[src/rtl/seg7_digit_sequencer.sv]
// Shows an unsigned binary value on one 7-segment digit position, MS digit first.
// Binary->BCD by sequential double-dabble, then timed show/blank per digit.
module seg7_digit_sequencer #(
    parameter int unsigned WIDTH = 8,
    parameter int unsigned NDIG  = 3,
    parameter int unsigned DWELL = 1000,
    parameter int unsigned GAP   = 250
) (
    input  logic             clk,
    input  logic             reset,
    input  logic             in_valid,
    output logic             in_ready,
    input  logic [WIDTH-1:0] in_data,
    output logic [3:0]       digit,
    output logic             dp,
    output logic             busy,
    output logic             done
);

    localparam int unsigned BW = 4 * NDIG;
    localparam int unsigned TW = (DWELL > GAP) ? DWELL : GAP;
    localparam int unsigned CW = $clog2(TW + 1);
    localparam int unsigned KW = $clog2(WIDTH + 1);
    localparam int unsigned IW = (NDIG > 1) ? $clog2(NDIG) : 1;

    function automatic logic bcd_fits();
        longint unsigned p;
        p = 1;
        for (int unsigned i = 0; i < NDIG; i++) p = p * 10;
        return p > (64'd1 << WIDTH);
    endfunction

    if (!bcd_fits()) begin : g_bad_ndig
        $error("NDIG too small: 10**NDIG must exceed 2**WIDTH");
    end
    if (DWELL < 1 || GAP < 1 || WIDTH < 2) begin : g_bad_timing
        $error("DWELL and GAP must be >= 1, WIDTH >= 2");
    end

    typedef enum logic [1:0] {IDLE, CONV, SHOW, BLANK} state_e;

    state_e              state_q, state_d;
    logic [BW-1:0]       bcd_q, bcd_d;
    logic [WIDTH-1:0]    shift_q, shift_d;
    logic [KW-1:0]       conv_q, conv_d;
    logic [CW-1:0]       cnt_q, cnt_d;
    logic [IW-1:0]       idx_q, idx_d;
    logic [3:0]          digit_q, digit_d;
    logic                dp_q, dp_d;
    logic                busy_q, busy_d;
    logic                done_q, done_d;
    logic                ready_q, ready_d;

    logic [BW-1:0]       bcd_adj;
    logic [BW+WIDTH-1:0] dabble;
    logic [IW-1:0]       lead;

    always_comb begin
        state_d = state_q;
        bcd_d   = bcd_q;
        shift_d = shift_q;
        conv_d  = conv_q;
        cnt_d   = cnt_q;
        idx_d   = idx_q;

        bcd_adj = bcd_q;
        for (int unsigned i = 0; i < NDIG; i++) begin
            if (bcd_q[4*i +: 4] >= 4'd5) bcd_adj[4*i +: 4] = bcd_q[4*i +: 4] + 4'd3;
        end
        dabble = {bcd_adj, shift_q} << 1;

        // Leading-zero suppression looks at the post-shift value so the last
        // conversion cycle can pick the start digit without an extra state.
        lead = '0;
        for (int unsigned i = 0; i < NDIG; i++) begin
            if (dabble[WIDTH + 4*i +: 4] != 4'd0) lead = IW'(i);
        end

        unique case (state_q)
            IDLE: begin
                if (in_valid && ready_q) begin
                    state_d = CONV;
                    shift_d = in_data;
                    bcd_d   = '0;
                    conv_d  = KW'(WIDTH);
                end
            end
            CONV: begin
                bcd_d   = dabble[BW+WIDTH-1:WIDTH];
                shift_d = dabble[WIDTH-1:0];
                conv_d  = conv_q - KW'(1);
                if (conv_q == KW'(1)) begin
                    state_d = SHOW;
                    idx_d   = lead;
                    cnt_d   = CW'(DWELL);
                end
            end
            SHOW: begin
                if (cnt_q == CW'(1)) begin
                    state_d = BLANK;
                    cnt_d   = CW'(GAP);
                end else begin
                    cnt_d = cnt_q - CW'(1);
                end
            end
            BLANK: begin
                if (cnt_q == CW'(1)) begin
                    if (idx_q == '0) begin
                        state_d = IDLE;
                        cnt_d   = '0;
                    end else begin
                        state_d = SHOW;
                        idx_d   = idx_q - IW'(1);
                        cnt_d   = CW'(DWELL);
                    end
                end else begin
                    cnt_d = cnt_q - CW'(1);
                end
            end
            default: state_d = IDLE;
        endcase

        digit_d = (state_d == SHOW) ? bcd_d[{idx_d, 2'b00} +: 4] : 4'hF;
        dp_d    = (state_d == SHOW) && (idx_d == '0);
        busy_d  = (state_d != IDLE);
        ready_d = (state_d == IDLE);
        done_d  = (state_q == BLANK) && (state_d == IDLE);
    end

    always_ff @(posedge clk) begin
        if (reset) begin
            state_q <= IDLE;
            bcd_q   <= '0;
            shift_q <= '0;
            conv_q  <= '0;
            cnt_q   <= '0;
            idx_q   <= '0;
            digit_q <= 4'hF;
            dp_q    <= 1'b0;
            busy_q  <= 1'b0;
            done_q  <= 1'b0;
            ready_q <= 1'b1;
        end else begin
            state_q <= state_d;
            bcd_q   <= bcd_d;
            shift_q <= shift_d;
            conv_q  <= conv_d;
            cnt_q   <= cnt_d;
            idx_q   <= idx_d;
            digit_q <= digit_d;
            dp_q    <= dp_d;
            busy_q  <= busy_d;
            done_q  <= done_d;
            ready_q <= ready_d;
        end
    end

    assign digit    = digit_q;
    assign dp       = dp_q;
    assign busy     = busy_q;
    assign done     = done_q;
    assign in_ready = ready_q;

endmodule

[config.mk]
export PLATFORM = sky130hd
export DESIGN_NAME = seg7_digit_sequencer
export DESIGN_NICKNAME = d
export VERILOG_FILES = /design/src/rtl/seg7_digit_sequencer.sv
export SDC_FILE = /design/constraint.sdc
export NUM_CORES = 1
export LEC_CHECK = 0
export CAP_MARGIN = 20
export CORE_UTILIZATION = 58
export DETAILED_ROUTE_END_ITERATION = 16
export GPL_ROUTABILITY_DRIVEN = 0
export HOLD_SLACK_MARGIN = 0.03
export PLACE_DENSITY = 0.8
export SLEW_MARGIN = 30
export SYNTH_ARGS = -nofsm -noshare
export SYNTH_HDL_FRONTEND = slang
export SYNTH_SLANG_ARGS = --single-unit
export TNS_END_PERCENT = 10
[constraint.sdc]
create_clock -name clk -period 3 [get_ports clk]
set_input_delay 0.45 -clock clk [delete_from_list [all_inputs] [get_ports clk]]
set_output_delay 0.45 -clock clk [all_outputs]
set_load 0.05 [all_outputs]
==> summary.txt <==
Die
  – Starting Density: 0.608
  – DIE WIDTH: ~67 um
  – Core Footprint: 4030 um^2
  – Die area: 4490 um^2
  – Chip height: 67.0 um
  – Num ports: 19
  – Row Count: 23

Worst setup path
  – Largest delay contributor family on the critical path: compound AO/OA/AOI/OAI gates
  – Req. time, crit path: 3.24 ns
  – FF-to-FF End: digit[2]
  – Worst setup path end: digit[2]
  – Setup Crit Path Kind: reg2reg
  – Worst Path Max Fanout: 11
  – Worst Path Buf+Inv: 1
  – Reg2reg setup slack: around 0.43 ns
  – RR Startpoint: bcd_q[9]
  – CP peak stage delay: 0.42 ns
  – Worst Path Arrival: 2.81 ns
  – CP cell instances: inv_1 -> ha_1 -> nand2b_1 -> a2111o_1 -> a221oi_2 -> nand2_1 -> a211o_1 -> mux2_4 -> o211ai_1
  – Slowest cell on crit path: a2111o_1
  – CP Launch Type: flip-flop
  – Length in cells of the worst reg-to-reg path: 9
  – CP endpoint kind: flip-flop
  – Setup crit start: bcd_q[9]
  – Critical path depth: 9

Detailed routing
  – Wire per inst: 14.4 um
  – Pre-antenna DRT Iters: 6
  – Vias per inst: 6.00
  – Drt initial violations: 168
  – Vias post-DR: 2,226
  – # DRC: 0
  – DRT antenna net count: 0
  – Routed WL: 5330 um

Synthesis
  – Sequential share of the synthesized area: 0.376
  – Largest cells by area after synthesis: dfxtp_1 38%, nor2_1 7.2%, nand2_1 5.4%
  – Cells after synthesis: 303
  – Register bit count reported by yosys: 46
  – Number of enable flip-flop cells after synthesis: 0
  – Area leader, netlist: dfxtp_1
  – Post-Syn Area: 2450 um^2
  – Post-synth cell types: 53
  – Yosys warning total: 0
  – Share of the synthesized area in the top cell type: 0.376
  – Async set-or-reset flop fraction in the synthesized netlist: 0
  – Synthesized area per cell: between 8 and 9 um^2
  – Synth Net Count: 324
  – Synth Flop Type: dfxtp_1

Cells and area
  – Area grow syn2layout: 13.6%
  – Share of cells above drive strength 1: 0.0685
  – Antenna Diode Count: 0
  – Nets@finish: 342
  – Commonest non-fill, non-tap cell in the layout: nor2_1
  – Commonest cells after routing, fill and taps aside: 47 x nor2_1, 46 x dfxtp_1, 35 x nand2_1, 22 x a21oi_1, 18 x clkdlybuf4s50_1

Clocking
  – H-tree depth: 2
  – Setup Buffers After CTS: 0
  – Hold buffers post-CTS: 0
  – Skew-Pair Late Insertion Delay: just over 0.3 ns
  – Clock transition at path regs: approximately 0.080 ns
  – CTS Sinks: 46
  – CTS tree: built
  – CTS Buffer Depth: 2
  – Post-cts sizing count: 0
  – Root Buffer: clkbuf_8
  – Num CTS Buffers: 5

Timing
  – Worst slew margin: 0.508
  – Period Utilization, post-route: 0.857
  – Least-Margin Pin Slew: 0.738 ns
  – Number of setup violations in the final report: 0
  – Unrepaired setup endpoints after global routing: no
  – Setup TNS: 0 ns
  – Final hold violations: 0
  – Max-slew violations: 0
  – Tmin final: about 2.6 ns
  – Clk_skew: 0.00426 ns
  – FMAX: 389 MHz
  – Setup WS post-layout: 0.428 ns

Placement
  – DPL Wire Length: 3770 um
  – PortBufs: 18
  – Setup WS pre-CTS: 0.445 ns

Power
  – Peak supply drop: 0.554 mV
  – Sw frac: 0.302
  – Combinational cell fraction of total power: 0.225
  – Leakage power: 1.09 nW
  – Power Density: 547 nW/um^2
  – Clk pwr share: 0.314
  – Final Total Pwr: 1.52 mW
  – Internal power: between 1 and 1.5 mW
  – Register share of total power: 0.461
  – Switch Pwr: 0.460 mW

Global route
  – Largest net degree at the start of global routing: 19
  – Initial antenna violation count: 0
  – GR Overflow Total: 0
  – Vias in the first global route: 1,938
  – Total GRT Usage: 0.256
  – First-pass GRT wire length: 8680 um

Status
  – Status: complete, no violations

Hold path
  – Hold crit path type: reg2reg

Run
  – Max cap viols: 0
## synthesized netlist by cell type, types with 4 or more instances
master     n
inv_1     14
o21ai_0   17
nand2_1   35
o31ai_1    4
nor2_1    47
a22oi_1    8
a21oi_1   22
ha_1      10
nor2b_1    4
a311oi_1   8
nand2b_1   4
nor3b_1    4
nand3_1    7
and2_1     8
dfxtp_1   46
clkbuf_1   8
nor3_1     5
## how the worst min path moves through the flow
stage	cells after the start	slack, ns	to	start
after global placement	2	0.46	shift_q[6]	shift_q[5]
after floorplan	2	0.45	shift_q[1]	shift_q[0]
after global routing	2	0.51	shift_q[1]	shift_q[0]
after detailed placement	2	0.47	shift_q[7]	shift_q[6]
after CTS	2	0.49	shift_q[5]	shift_q[4]
final	2	0.48	shift_q[5]	shift_q[4]
## metal layers
layer | vias up | track usage | routed length (um)
li1 | 1112 | - | -
met1 | 1016 | 0.330 | 2470
met2 | 87 | 0.408 | 2420
met3 | 11 | 0.0514 | 319
met4 | 0 | 0.112 | 124
met5 | - | 0 | 0
## worst register-to-register path, cell delays in order (launching register included)
cell	delay (ns)
dfxtp_1	0.38
inv_1	0.08
ha_1	0.18
nand2b_1	0.15
a2111o_1	0.42
a221oi_2	0.31
nand2_1	0.09
a211o_1	0.41
mux2_4	0.35
o211ai_1	0.14
## flip-flops by register name, indices dropped and copies added (netlist names)
signal    flops
bcd_q        12
cnt_q        10
shift_q       8
conv_q        4
digit         4
idx_q         2
state_q       2
busy          1
done          1
dp            1
in_ready      1
## power by group through the flow
stage | clock network (mW) | logic [mW] | registers (mW)
5_1_grt | 0.497 | 0.380 | 0.710
3_3_place_gp | 0 | 0.333 | 0.715
3_5_place_dp | 0 | 0.340 | 0.715
6_report | 0.477 | 0.343 | 0.702
2_1_floorplan | 0 | 0.249 | 0.727
4_1_cts | 0.480 | 0.341 | 0.701
## through the flow
| stage | std cells | hold WS (ns) | util | instance area (um^2) |
|---|---|---|---|---|
| 2_1_floorplan | 303 | 0.455 | - | 2450 |
| 3_3_place_gp | 364 | 0.461 | 0.662 | 2670 |
| 3_5_place_dp | 364 | 0.473 | 0.662 | 2670 |
| 4_1_cts | 371 | 0.485 | 0.690 | 2780 |
| 5_1_grt | 371 | 0.507 | 0.690 | 2780 |
| 6_report | 371 | 0.482 | 0.690 | 2780 |
## cell families (layout without fill, tap and decap cells)
kind of cell,count (synthesis),count (layout),synth area share
buffers and inverters,27,45,0.0491
adders and majority gates,10,10,0.0511
and+or+nand+nor,129,129,0.260
AOI/OAI and AO/OA,82,82,0.226
muxes,3,3,0.0164
xor gates and xnor gates,6,6,0.0215
DFF,46,46,0.376
## final cells by class
cell class                 instances  area (um^2)
timing repair buffer              24          225
inverter                          14         52.6
sequential                        46          921
clock buffer                       6         82.6
fill                             329         1250
multi-input combinational        230         1410
clock inverter                     1         30.0
tap                               50         62.6
Power figures use the tool's default switching activity.
